$ cat src/rtl/cla_seq_divider_if.sv
// cla_seq_divider_if: valid/ready operand and result bundle
// between the CPU datapath and the sequential divider.
interface cla_seq_divider_if #(
    parameter int WIDTH = 32
);
    logic             in_valid;
    logic             in_ready;
    logic [WIDTH-1:0] dividend;
    logic [WIDTH-1:0] divisor;
    logic             out_valid;
    logic             out_ready;
    logic [WIDTH-1:0] quotient;
    logic [WIDTH-1:0] remainder;
    logic             div_by_zero;

    modport master (
        output in_valid, dividend, divisor, out_ready,
        input  in_ready, out_valid, quotient, remainder, div_by_zero
    );

    modport slave (
        input  in_valid, dividend, divisor, out_ready,
        output in_ready, out_valid, quotient, remainder, div_by_zero
    );
endinterface

$ cat src/rtl/cla_seq_divider.sv
// cla_seq_divider: radix-2 restoring unsigned divider, one
// quotient bit per clock through a CLA trial subtractor.
module cla_seq_divider #(
    parameter int WIDTH   = 32,
    parameter int CLA_GRP = 4
) (
    input logic              clk,
    input logic              rst_n,
    cla_seq_divider_if.slave bus
);
    localparam int NG = WIDTH / CLA_GRP;
    localparam int CW = $clog2(WIDTH);

    typedef enum logic [1:0] {IDLE, CALC, DONE} state_t;

    state_t           state;
    logic [WIDTH-1:0] d_reg;
    logic [WIDTH-1:0] q_reg;
    logic [WIDTH-1:0] r_reg;
    logic [CW-1:0]    count;
    logic             in_ready_r;
    logic             out_valid_r;
    logic             dbz_r;
    logic [WIDTH-1:0] quot_r;
    logic [WIDTH-1:0] rem_r;

    logic [WIDTH:0]   rs;
    logic [WIDTH-1:0] bn;
    logic [WIDTH-1:0] diff;
    logic [NG-1:0]    grp_g;
    logic [NG-1:0]    grp_p;
    logic [NG:0]      grp_c;
    logic             borrow;
    logic [WIDTH-1:0] r_next;
    logic [WIDTH-1:0] q_next;

    // Shifted partial remainder keeps the bit leaving R as bit WIDTH.
    assign rs = {r_reg, q_reg[WIDTH-1]};
    assign bn = ~d_reg;

    function automatic logic la_carry(
        input logic [CLA_GRP-1:0] g,
        input logic [CLA_GRP-1:0] p,
        input logic               ci,
        input int                 n
    );
        logic c;
        logic pr;
        c  = 1'b0;
        pr = 1'b1;
        for (int j = n - 1; j >= 0; j--) begin
            c  = c | (g[j] & pr);
            pr = pr & p[j];
        end
        return c | (pr & ci);
    endfunction

    for (genvar gi = 0; gi < NG; gi++) begin : g_grp
        logic [CLA_GRP-1:0] g;
        logic [CLA_GRP-1:0] p;
        logic [CLA_GRP-1:0] s;

        assign g = rs[gi*CLA_GRP +: CLA_GRP] & bn[gi*CLA_GRP +: CLA_GRP];
        assign p = rs[gi*CLA_GRP +: CLA_GRP] ^ bn[gi*CLA_GRP +: CLA_GRP];

        always_comb begin
            s = '0;
            for (int k = 0; k < CLA_GRP; k++) begin
                s[k] = p[k] ^ la_carry(g, p, grp_c[gi], k);
            end
        end

        assign grp_g[gi] = la_carry(g, p, 1'b0, CLA_GRP);
        assign grp_p[gi] = &p;
        assign diff[gi*CLA_GRP +: CLA_GRP] = s;
    end

    // Carry-in of 1 completes the two's-complement subtract.
    always_comb begin
        grp_c    = '0;
        grp_c[0] = 1'b1;
        for (int i = 0; i < NG; i++) begin
            grp_c[i+1] = grp_g[i] | (grp_p[i] & grp_c[i]);
        end
    end

    assign borrow = ~(rs[WIDTH] ^ grp_c[NG]);
    assign r_next = borrow ? rs[WIDTH-1:0] : diff;
    assign q_next = {q_reg[WIDTH-2:0], ~borrow};

    always_ff @(posedge clk or negedge rst_n) begin
        if (!rst_n) begin
            state       <= IDLE;
            d_reg       <= '0;
            q_reg       <= '0;
            r_reg       <= '0;
            count       <= '0;
            in_ready_r  <= 1'b1;
            out_valid_r <= 1'b0;
            dbz_r       <= 1'b0;
            quot_r      <= '0;
            rem_r       <= '0;
        end else begin
            unique case (state)
                IDLE: begin
                    if (bus.in_valid) begin
                        d_reg      <= bus.divisor;
                        q_reg      <= bus.dividend;
                        r_reg      <= '0;
                        count      <= '0;
                        in_ready_r <= 1'b0;
                        if (bus.divisor == '0) begin
                            state       <= DONE;
                            out_valid_r <= 1'b1;
                            dbz_r       <= 1'b1;
                            quot_r      <= '1;
                            rem_r       <= bus.dividend;
                        end else begin
                            state <= CALC;
                            dbz_r <= 1'b0;
                        end
                    end
                end
                CALC: begin
                    q_reg <= q_next;
                    r_reg <= r_next;
                    count <= count + 1'b1;
                    if (count == CW'(WIDTH - 1)) begin
                        state       <= DONE;
                        out_valid_r <= 1'b1;
                        quot_r      <= q_next;
                        rem_r       <= r_next;
                    end
                end
                DONE: begin
                    if (bus.out_ready) begin
                        state       <= IDLE;
                        out_valid_r <= 1'b0;
                        in_ready_r  <= 1'b1;
                    end
                end
                default: begin
                    state       <= IDLE;
                    out_valid_r <= 1'b0;
                    in_ready_r  <= 1'b1;
                end
            endcase
        end
    end

    assign bus.in_ready    = in_ready_r;
    assign bus.out_valid   = out_valid_r;
    assign bus.div_by_zero = dbz_r;
    assign bus.quotient    = quot_r;
    assign bus.remainder   = rem_r;
endmodule

$ cat src/flat_wrapper.sv
// flat-port wrapper written by rule: the top's interface ports become plain ports
module cla_seq_divider_flat 
#(
    parameter int WIDTH   = 32,
    parameter int CLA_GRP = 4
)
  (clk, rst_n, bus_in_valid, bus_dividend, bus_divisor, bus_out_ready, bus_in_ready, bus_out_valid, bus_quotient, bus_remainder, bus_div_by_zero);
  cla_seq_divider_if #(.WIDTH(WIDTH)) bus_i ();
  input logic clk;
  input logic rst_n;
  input wire logic [$bits(bus_i.in_valid)-1:0] bus_in_valid;
  input wire logic [$bits(bus_i.dividend)-1:0] bus_dividend;
  input wire logic [$bits(bus_i.divisor)-1:0] bus_divisor;
  input wire logic [$bits(bus_i.out_ready)-1:0] bus_out_ready;
  output wire logic [$bits(bus_i.in_ready)-1:0] bus_in_ready;
  output wire logic [$bits(bus_i.out_valid)-1:0] bus_out_valid;
  output wire logic [$bits(bus_i.quotient)-1:0] bus_quotient;
  output wire logic [$bits(bus_i.remainder)-1:0] bus_remainder;
  output wire logic [$bits(bus_i.div_by_zero)-1:0] bus_div_by_zero;
  assign bus_i.in_valid = bus_in_valid;
  assign bus_i.dividend = bus_dividend;
  assign bus_i.divisor = bus_divisor;
  assign bus_i.out_ready = bus_out_ready;
  assign bus_in_ready = bus_i.in_ready;
  assign bus_out_valid = bus_i.out_valid;
  assign bus_quotient = bus_i.quotient;
  assign bus_remainder = bus_i.remainder;
  assign bus_div_by_zero = bus_i.div_by_zero;
  cla_seq_divider #(.WIDTH(WIDTH), .CLA_GRP(CLA_GRP)) u_core (.clk(clk), .rst_n(rst_n), .bus(bus_i));
endmodule
$ cat config.mk
export PLATFORM = sky130hd
export DESIGN_NAME = cla_seq_divider_flat
export DESIGN_NICKNAME = d
export VERILOG_FILES = /design/src/rtl/cla_seq_divider_if.sv /design/src/rtl/cla_seq_divider.sv /design/src/flat_wrapper.sv
export SDC_FILE = /design/constraint.sdc
export NUM_CORES = 1
export LEC_CHECK = 0
export ABC_AREA = 1
export CAP_MARGIN = 20
export CORE_UTILIZATION = 45
export DETAILED_ROUTE_END_ITERATION = 7
export GPL_TIMING_DRIVEN = 0
export MAX_ROUTING_LAYER = met4
export PLACE_DENSITY = 0.68
export REMOVE_ABC_BUFFERS = 1
export SLEW_MARGIN = 20
export SYNTH_ARGS = -nofsm -noshare
export SYNTH_HDL_FRONTEND = slang
export SYNTH_SLANG_ARGS = --single-unit
$ cat constraint.sdc
create_clock -name clk -period 3.29 [get_ports clk]
set_input_delay 0.8225 -clock clk [delete_from_list [all_inputs] [get_ports clk]]
set_output_delay 0.8225 -clock clk [all_outputs]
set_load 0.02 [all_outputs]
# Yosys cells after proc, flatten, opt, wreduce, memory -nomap -nowiden

Cells that the tools add are included.

Bits in latches: 0
ROM bits: 0
Register bits after elaboration: 170
Bits in writable memories: 0
Bits of input ports: 68
Output and inout port bits: 67
Memories kept: 0
Logic and storage cells: 311

Div/mod/pow operators: 0
Multiplexer cells: 29
Shift-type cells: 0
Bitwise logic cells: 247
Equality and inequality tests: 7
Reductions and logical operators: 17
Magnitude comparators: 0
Add/subtract/negate cells: 1
$mul: 0

Operator list:

| operator            | number |
|---|---|
| $mux 32             | 9 |
| $pmux 32 s2         | 4 |
| $and 1x1->1         | 116 |
| $or 1x1->1          | 80 |
| $reduce_and 4->1    | 10 |
| $and 4x4->4         | 8 |
| $logic_not 32->1    | 1 |
| $not 32->32         | 1 |
| $xor 1x1->1         | 32 |
| $xor 4x4->4         | 8 |
| $pmux 5 s2          | 1 |
| $mux 2              | 4 |
| $mux 1              | 7 |
| $pmux 1 s3          | 2 |
| $pmux 2 s3          | 1 |
| $reduce_and 3->1    | 2 |
| $add 5x1->5 const B | 1 |
| $eq 5x5->1 const B  | 1 |
| $mux 5              | 1 |
| $ne 2x1->1 const B  | 2 |
| $ne 2x2->1 const B  | 2 |
| $reduce_and 2->1    | 2 |
| $eq 2x1->1 const B  | 1 |
| $eq 2x2->1 const B  | 1 |
| other kinds (3)     | 4 |

# Longest topological paths before layout

Depth after elaboration: 25
Gate-level depth with buffers: 27
Mapped depth without buffers: 26

# Worst setup path before layout

No wires, ideal clock.

Path type: reg2reg
From: register u_core.r_reg[0]
To: register u_core.rem_r[29], in the netlist u_core.bus.remainder[29]
Slack: 0.597 ns
Buffers on the path: 0
Library setup time: 0.063 ns
Clock period less this slack: 2.693 ns
Arrival time: 2.630 ns
Stages on the path, launching flop included: 25
Required time: 3.227 ns
Cell sequence: dfrtp_1 -> ha_1 -> nand2_1 -> nand3_2 -> nand2_2 -> nand2_4 -> nand2_4 -> nand2_4 -> nand2_4 -> nand2_4 -> nand2_4 -> nand2_4 -> nand2_4 -> nand2_4 -> nand2_4 -> nand2_4 -> nand2_4 -> nand2_4 -> inv_1 -> fa_1 -> xnor2_1 -> nand3_2 -> nand3_1 -> nand2_1 -> inv_1

Cells in the longest elaborated chain, start to end: 23
Elaborated cells between the ends (all ways): 30
Those cells by class: mux (3); bitwise (26); reduce/logical (1)

Ends and longest elaborated chain:

| item                                              | RTL line                                     | source |
|---|---|---|
| start: declaration                                | cla_seq_divider.sv:19                        | `logic [WIDTH-1:0] r_reg;` |
| start signal: assignment                          | cla_seq_divider.sv:126                       | `r_reg <= r_next;` |
| $and 4x4->4 / $xor 4x4->4 (equally long branches) | cla_seq_divider.sv:63, cla_seq_divider.sv:64 |  |
| $and 1x1->1 (on tied branches)                    | cla_seq_divider.sv:52, cla_seq_divider.sv:53 |  |
| $or 1x1->1 / $and 1x1->1 (equally long branches)  | cla_seq_divider.sv:52                        | `c = c \| (g[j] & pr);` |
| $or 1x1->1                                        | cla_seq_divider.sv:52                        |  |
| $or 1x1->1 *                                      | cla_seq_divider.sv:83                        | `grp_c[i+1] = grp_g[i] \| (grp_p[i] & grp_c[i]);` |
| $and 1x1->1 *                                     | cla_seq_divider.sv:83                        |  |
| $or 1x1->1 *                                      | cla_seq_divider.sv:83                        |  |
| $and 1x1->1 *                                     | cla_seq_divider.sv:83                        |  |
| [... 7 more ...]                                  | n/a                                          |  |
| $and 1x1->1 *                                     | cla_seq_divider.sv:83                        |  |
| $or 1x1->1 *                                      | cla_seq_divider.sv:83                        |  |
| $and 1x1->1 (on tied branches)                    | cla_seq_divider.sv:55, cla_seq_divider.sv:83 |  |
| $or 1x1->1 (on tied branches)                     | cla_seq_divider.sv:55, cla_seq_divider.sv:83 |  |
| $xor 1x1->1 (on tied branches)                    | cla_seq_divider.sv:69, cla_seq_divider.sv:87 |  |
| $mux 32 *                                         | cla_seq_divider.sv:88                        | `assign r_next = borrow ? rs[WIDTH-1:0] : diff;` |
| $mux 32 *                                         | cla_seq_divider.sv:128                       | `if (count == CW'(WIDTH - 1)) begin` |
| $pmux 32 s2 *                                     | cla_seq_divider.sv:104                       | `unique case (state)` |
| end signal: assignment                            | cla_seq_divider.sv:117                       | `rem_r <= bus.dividend;` |
| end signal: assignment                            | cla_seq_divider.sv:132                       | `rem_r <= r_next;` |
| end: declaration                                  | cla_seq_divider.sv:25                        | `logic [WIDTH-1:0] rem_r;` |

Mark *: on every way between the ends. The rest lies on a longest branch, timed or not. The select of a mux whose other input is x is not followed.
A chain may end at the register's enable or synchronous reset.

# Worst setup path in the final report

From: input port bus_in_valid
To: register u_core.count[0]

Cells in the longest elaborated chain, start to end: 2

Ends and longest elaborated chain:

| item                              | RTL line               | source |
|---|---|---|
| start: declaration                | flat_wrapper.sv:11     | `input wire logic [$bits(bus_i.in_valid)-1:0] bus_in_valid;` |
| $ne 2x2->1 (no source line)       | n/a                    |  |
| $reduce_and 2->1 (no source line) | n/a                    |  |
| end signal: assignment            | cla_seq_divider.sv:127 | `count <= count + 1'b1;` |
| end: declaration                  | cla_seq_divider.sv:20  | `logic [CW-1:0] count;` |

No other way between the ends.

==> results_tabular.tex <==
\begin{tabular}{lr}
\hline
Metric & Value \\
\hline
\multicolumn{2}{l}{\textbf{STA}} \\
Clock Skew & 12.75 ps \\
Number of setup violations in the final report & 0 \\
Slew at the pin with the worst max-slew slack & 681.6 ps \\
Unrepaired setup endpoints after global routing & no \\
Worst setup slack after layout & 225.2 ps \\
Fraction of the cycle the final worst path needs & 0.9316 \\
Final min period & 3065 ps \\
Slew HR & 0.5456 \\
Total Negative Setup Slacks & 0 ps \\
Achievable Freq & 326.3 MHz \\
Final-report max-slew violation count & 0 \\
Number of hold-slack violations in the final timing report & 0 \\
\multicolumn{2}{l}{\textbf{Routing}} \\
Number of iterations in the first detailed-routing pass & 4 \\
Number of violations reported at the end of detailed-routing iteration 0 & 391 \\
Routed wire per std cell & 14.90 um \\
Final WL & 21.44 mm \\
Via density per instance & 5.001 \\
Vias after detailed routing & 7,196 \\
Final ANT Viol Nets & 0 \\
Number of remaining DRC errors & 0 \\
\multicolumn{2}{l}{\textbf{Worst hold path}} \\
Hold crit path type & in -> async \\
\multicolumn{2}{l}{\textbf{Setup path}} \\
Max stage delay cell, worst path & sky130\_fd\_sc\_hd\_\_nor2\_4 \\
Crit path largest cell delay & 460 ps \\
CP most frequent cell & sky130\_fd\_sc\_hd\_\_buf\_16 \\
Worst EP arrival & 3400 ps \\
Type of destination of the critical path & flop \\
Register-to-Register Path Depth & 25 \\
Required arrival time at the worst endpoint & 3620 ps \\
Worst Setup Start Kind & primary input \\
Chain of cells forming the critical path & clkdlybuf4s50\_1 -> nand2\_2 -> buf\_16 -> inv\_2 -> buf\_12 -> nor2\_4 -> buf\_16 -> buf\_16 -> nand2\_1 -> o21ai\_0 \\
Type of the setup path with the least slack & in -> reg \\
Worst Path Max Fanout & 35 \\
\multicolumn{2}{l}{\textbf{Floorplanning}} \\
Io pins & 135 \\
Die Outline Area & 21,130 um\^{}2 \\
Number of rows in the core area & 52 \\
Width of the die & 145.4 um \\
Effective utilization at floorplan & 0.4585 \\
Y dimension of the die & 145.4 um \\
Total core area & 20,170 um\^{}2 \\
\multicolumn{2}{l}{\textbf{Synth}} \\
Compound-Gate Fraction of Synth Area & 0.09958 \\
Basic-gate share of the synthesized area counting and, or, nand and nor cells & 0.2732 \\
Leading register cell type out of synthesis & sky130\_fd\_sc\_hd\_\_dfrtp\_1 \\
Top-area cell type share of the netlist area & 0.4573 \\
Cells after synthesis & 1,046 \\
Top post-synthesis cells by area & sky130\_fd\_sc\_hd\_\_dfrtp\_1 46\%, sky130\_fd\_sc\_hd\_\_nand2\_1 7.0\%, sky130\_fd\_sc\_hd\_\_nand3\_2 6.6\%, sky130\_fd\_sc\_hd\_\_inv\_1 5.2\%, sky130\_fd\_sc\_hd\_\_ha\_1 4.7\% \\
Yosys cell types & 41 \\
Warnings, synthesis & 0 \\
Sequential area share after synthesis & 0.4602 \\
Post-synthesis cell type with the largest combined area & sky130\_fd\_sc\_hd\_\_dfrtp\_1 \\
Yosys reg bits & 170 \\
Async set-or-reset flop fraction in the synthesized netlist & 1.000 \\
Fraction of synthesized cell area in xor and xnor cells & 0.01894 \\
Main combinational cell family by area after synthesis & simple AND/OR/NAND/NOR gates \\
Number of enable flip-flop cells after synthesis & 0 \\
Adder and majority gate portion of the synthesized area & 0.06251 \\
Avg Cell Area, Syn & 8.841 um\^{}2 \\
Mux share of post-synthesis cell area & 0.001082 \\
Synthesized cell area & 9248 um\^{}2 \\
\multicolumn{2}{l}{\textbf{Layout}} \\
ANT cells & 0 \\
Relative area change from synthesis to final layout & 25.03\% \\
Area used by multi-input combinational logic & 4287 um\^{}2 \\
Share of final-layout standard cells stronger than drive strength 1 & 0.1420 \\
Number of nets in the finished design & 1,268 \\
Sequential cell area in the final layout & 4255 um\^{}2 \\
Post-Route Utilization & 0.5733 \\
Most frequent cells in the layout & 170 x sky130\_fd\_sc\_hd\_\_nand2\_1, 169 x sky130\_fd\_sc\_hd\_\_dfrtp\_1, 133 x sky130\_fd\_sc\_hd\_\_clkdlybuf4s50\_1 \\
Post-Layout Inst Area & 11,560 um\^{}2 \\
Fillers & 1,779 \\
Most frequent standard cell in the layout excluding fill and tap cells & sky130\_fd\_sc\_hd\_\_nand2\_1 \\
\multicolumn{2}{l}{\textbf{GRT}} \\
Number of global-route vias before repair & 7,388 \\
Pin count of the biggest net entering global routing & 89 \\
GRT met3 Usage & 0.04169 \\
Global Route Usage Sum & 0.2233 \\
Total grt overflow & 0 \\
Global-route met1 utilization & 0.2977 \\
Initial antenna violation count & 0 \\
Global-route layer with the greatest usage & met2 \\
Wire length of the first global-routing pass & 36.92 mm \\
Global routing usage on met2 & 0.3526 \\
\multicolumn{2}{l}{\textbf{CTS}} \\
Post-cts repair resize count & 4 \\
Clock input transition at the sequential cells of the worst setup and hold paths & 60 ps \\
CTS tree & yes \\
Clock latency of the later-clocked register in the worst-skew pair & 430 ps \\
Htree depth & 4 \\
Number of buffers created by CTS & 17 \\
Clock sink count & 170 \\
Post-CTS setup repair buffer count & 0 \\
Bufs on Longest Clock Path & 2 \\
CTS Root Buffer Type & sky130\_fd\_sc\_hd\_\_clkbuf\_16 \\
Hold\_buf cts & 0 \\
\multicolumn{2}{l}{\textbf{Power}} \\
Max rail drop VDD & 0.0005407 V \\
Combinational cell fraction of total power & 0.574 \\
Leak pwr & 5.480 nW \\
Total power divided by cell area & 1175 nW/um\^{}2 \\
Part of the power in registers & 0.269 \\
Part of the total power dissipated in the clock network & 0.157 \\
Total chip power & 13.59 mW \\
Net load switching power & 6.086 mW \\
Switching part of the total power & 0.4479 \\
Internal Dissipation & 7.502 mW \\
\multicolumn{2}{l}{\textbf{Run}} \\
Max Cap Violations & 0 \\
\multicolumn{2}{l}{\textbf{Outcome}} \\
Status & complete, no violations \\
\multicolumn{2}{l}{\textbf{Placement}} \\
Pre-CTS setup slack & -868.5 ps \\
Input/output buffers & 134 \\
Detailed Place HPWL & 14.41 mm \\
Instance area after placement & 10,890 um\^{}2 \\
Placer congestion estimate & 0.7910 \\
\hline
\end{tabular}
## synthesized netlist by cell type, drive strengths merged, types with 7 or more instances
cell type,count
ha,35
nand3,143
nor2,89
clkbuf,32
nand2,192
fa,7
xor2,11
a211oi,31
a21oi,53
or2,33
dfrtp,169
xnor2,9
buf,19
inv,129
nor4,8
o21ai,64
## through the flow
| stage | cells | hold slack, ps |
|---|---|---|
| after floorplan | 995 | 445.8 |
| after global placement | 1399 | 462.6 |
| after detailed placement | 1409 | 472.7 |
| after CTS | 1439 | 434.9 |
| after global routing | 1439 | 467.8 |
| final | 1439 | 413.9 |
## critical path: cells and delay by family
family	cells	cell delay [ps]
buf+inv	6	1520
simple gates	3	940
compound gates	1	80
## final cells by class
class                      instances  area share
clock buffer                      23     0.04047
clock inverter                     7     0.01223
inverter                         131     0.04339
multi-input combinational        694      0.3707
sequential                       170      0.3680
tap                              270     0.02922
timing repair buffer             144      0.1359
## layer usage
metal | part of all wire | wire length [um]
met1 | 0.47 | 10170
met4 | 0.011 | 246
met3 | 0.039 | 838
met5 | 0 | 0
met2 | 0.47 | 10180
## power by group through the flow
stage / Clock [mW] / Combinational (mW) / Sequential (mW)
floorplan: 0 / 4.82 / 4.10
global placement: 0 / 7.31 / 3.68
detailed placement: 0 / 7.75 / 3.68
CTS: 2.18 / 7.84 / 3.65
global route: 2.25 / 8.74 / 3.78
finish: 2.14 / 7.80 / 3.65
## final timing paths
check | from | end | slack [ps]
worst min register to register | u_core.count[3] | u_core.count[3] | 480
min in group clk | u_core.count[3] | u_core.count[3] | 480
worst max register to register | u_core.q_reg[31] | u_core.bus.remainder[28] | 290
max in group asynchronous | rst_n | u_core.d_reg[16] | 2010
worst min-delay path | rst_n | u_core.d_reg[31] | 410
worst max-delay path | bus_in_valid | u_core.count[0] | 230
## cell families after synthesis
| group | after synthesis |
|---|---|
| adders and majority gates | 42 |
| buffers and inverters | 182 |
| xor gates and xnor gates | 20 |
| DFF | 170 |
| and+or+nand+nor | 471 |
| muxes | 1 |
| AOI/OAI and AO/OA | 160 |
No activity file was read; power rests on OpenSTA's default activity.
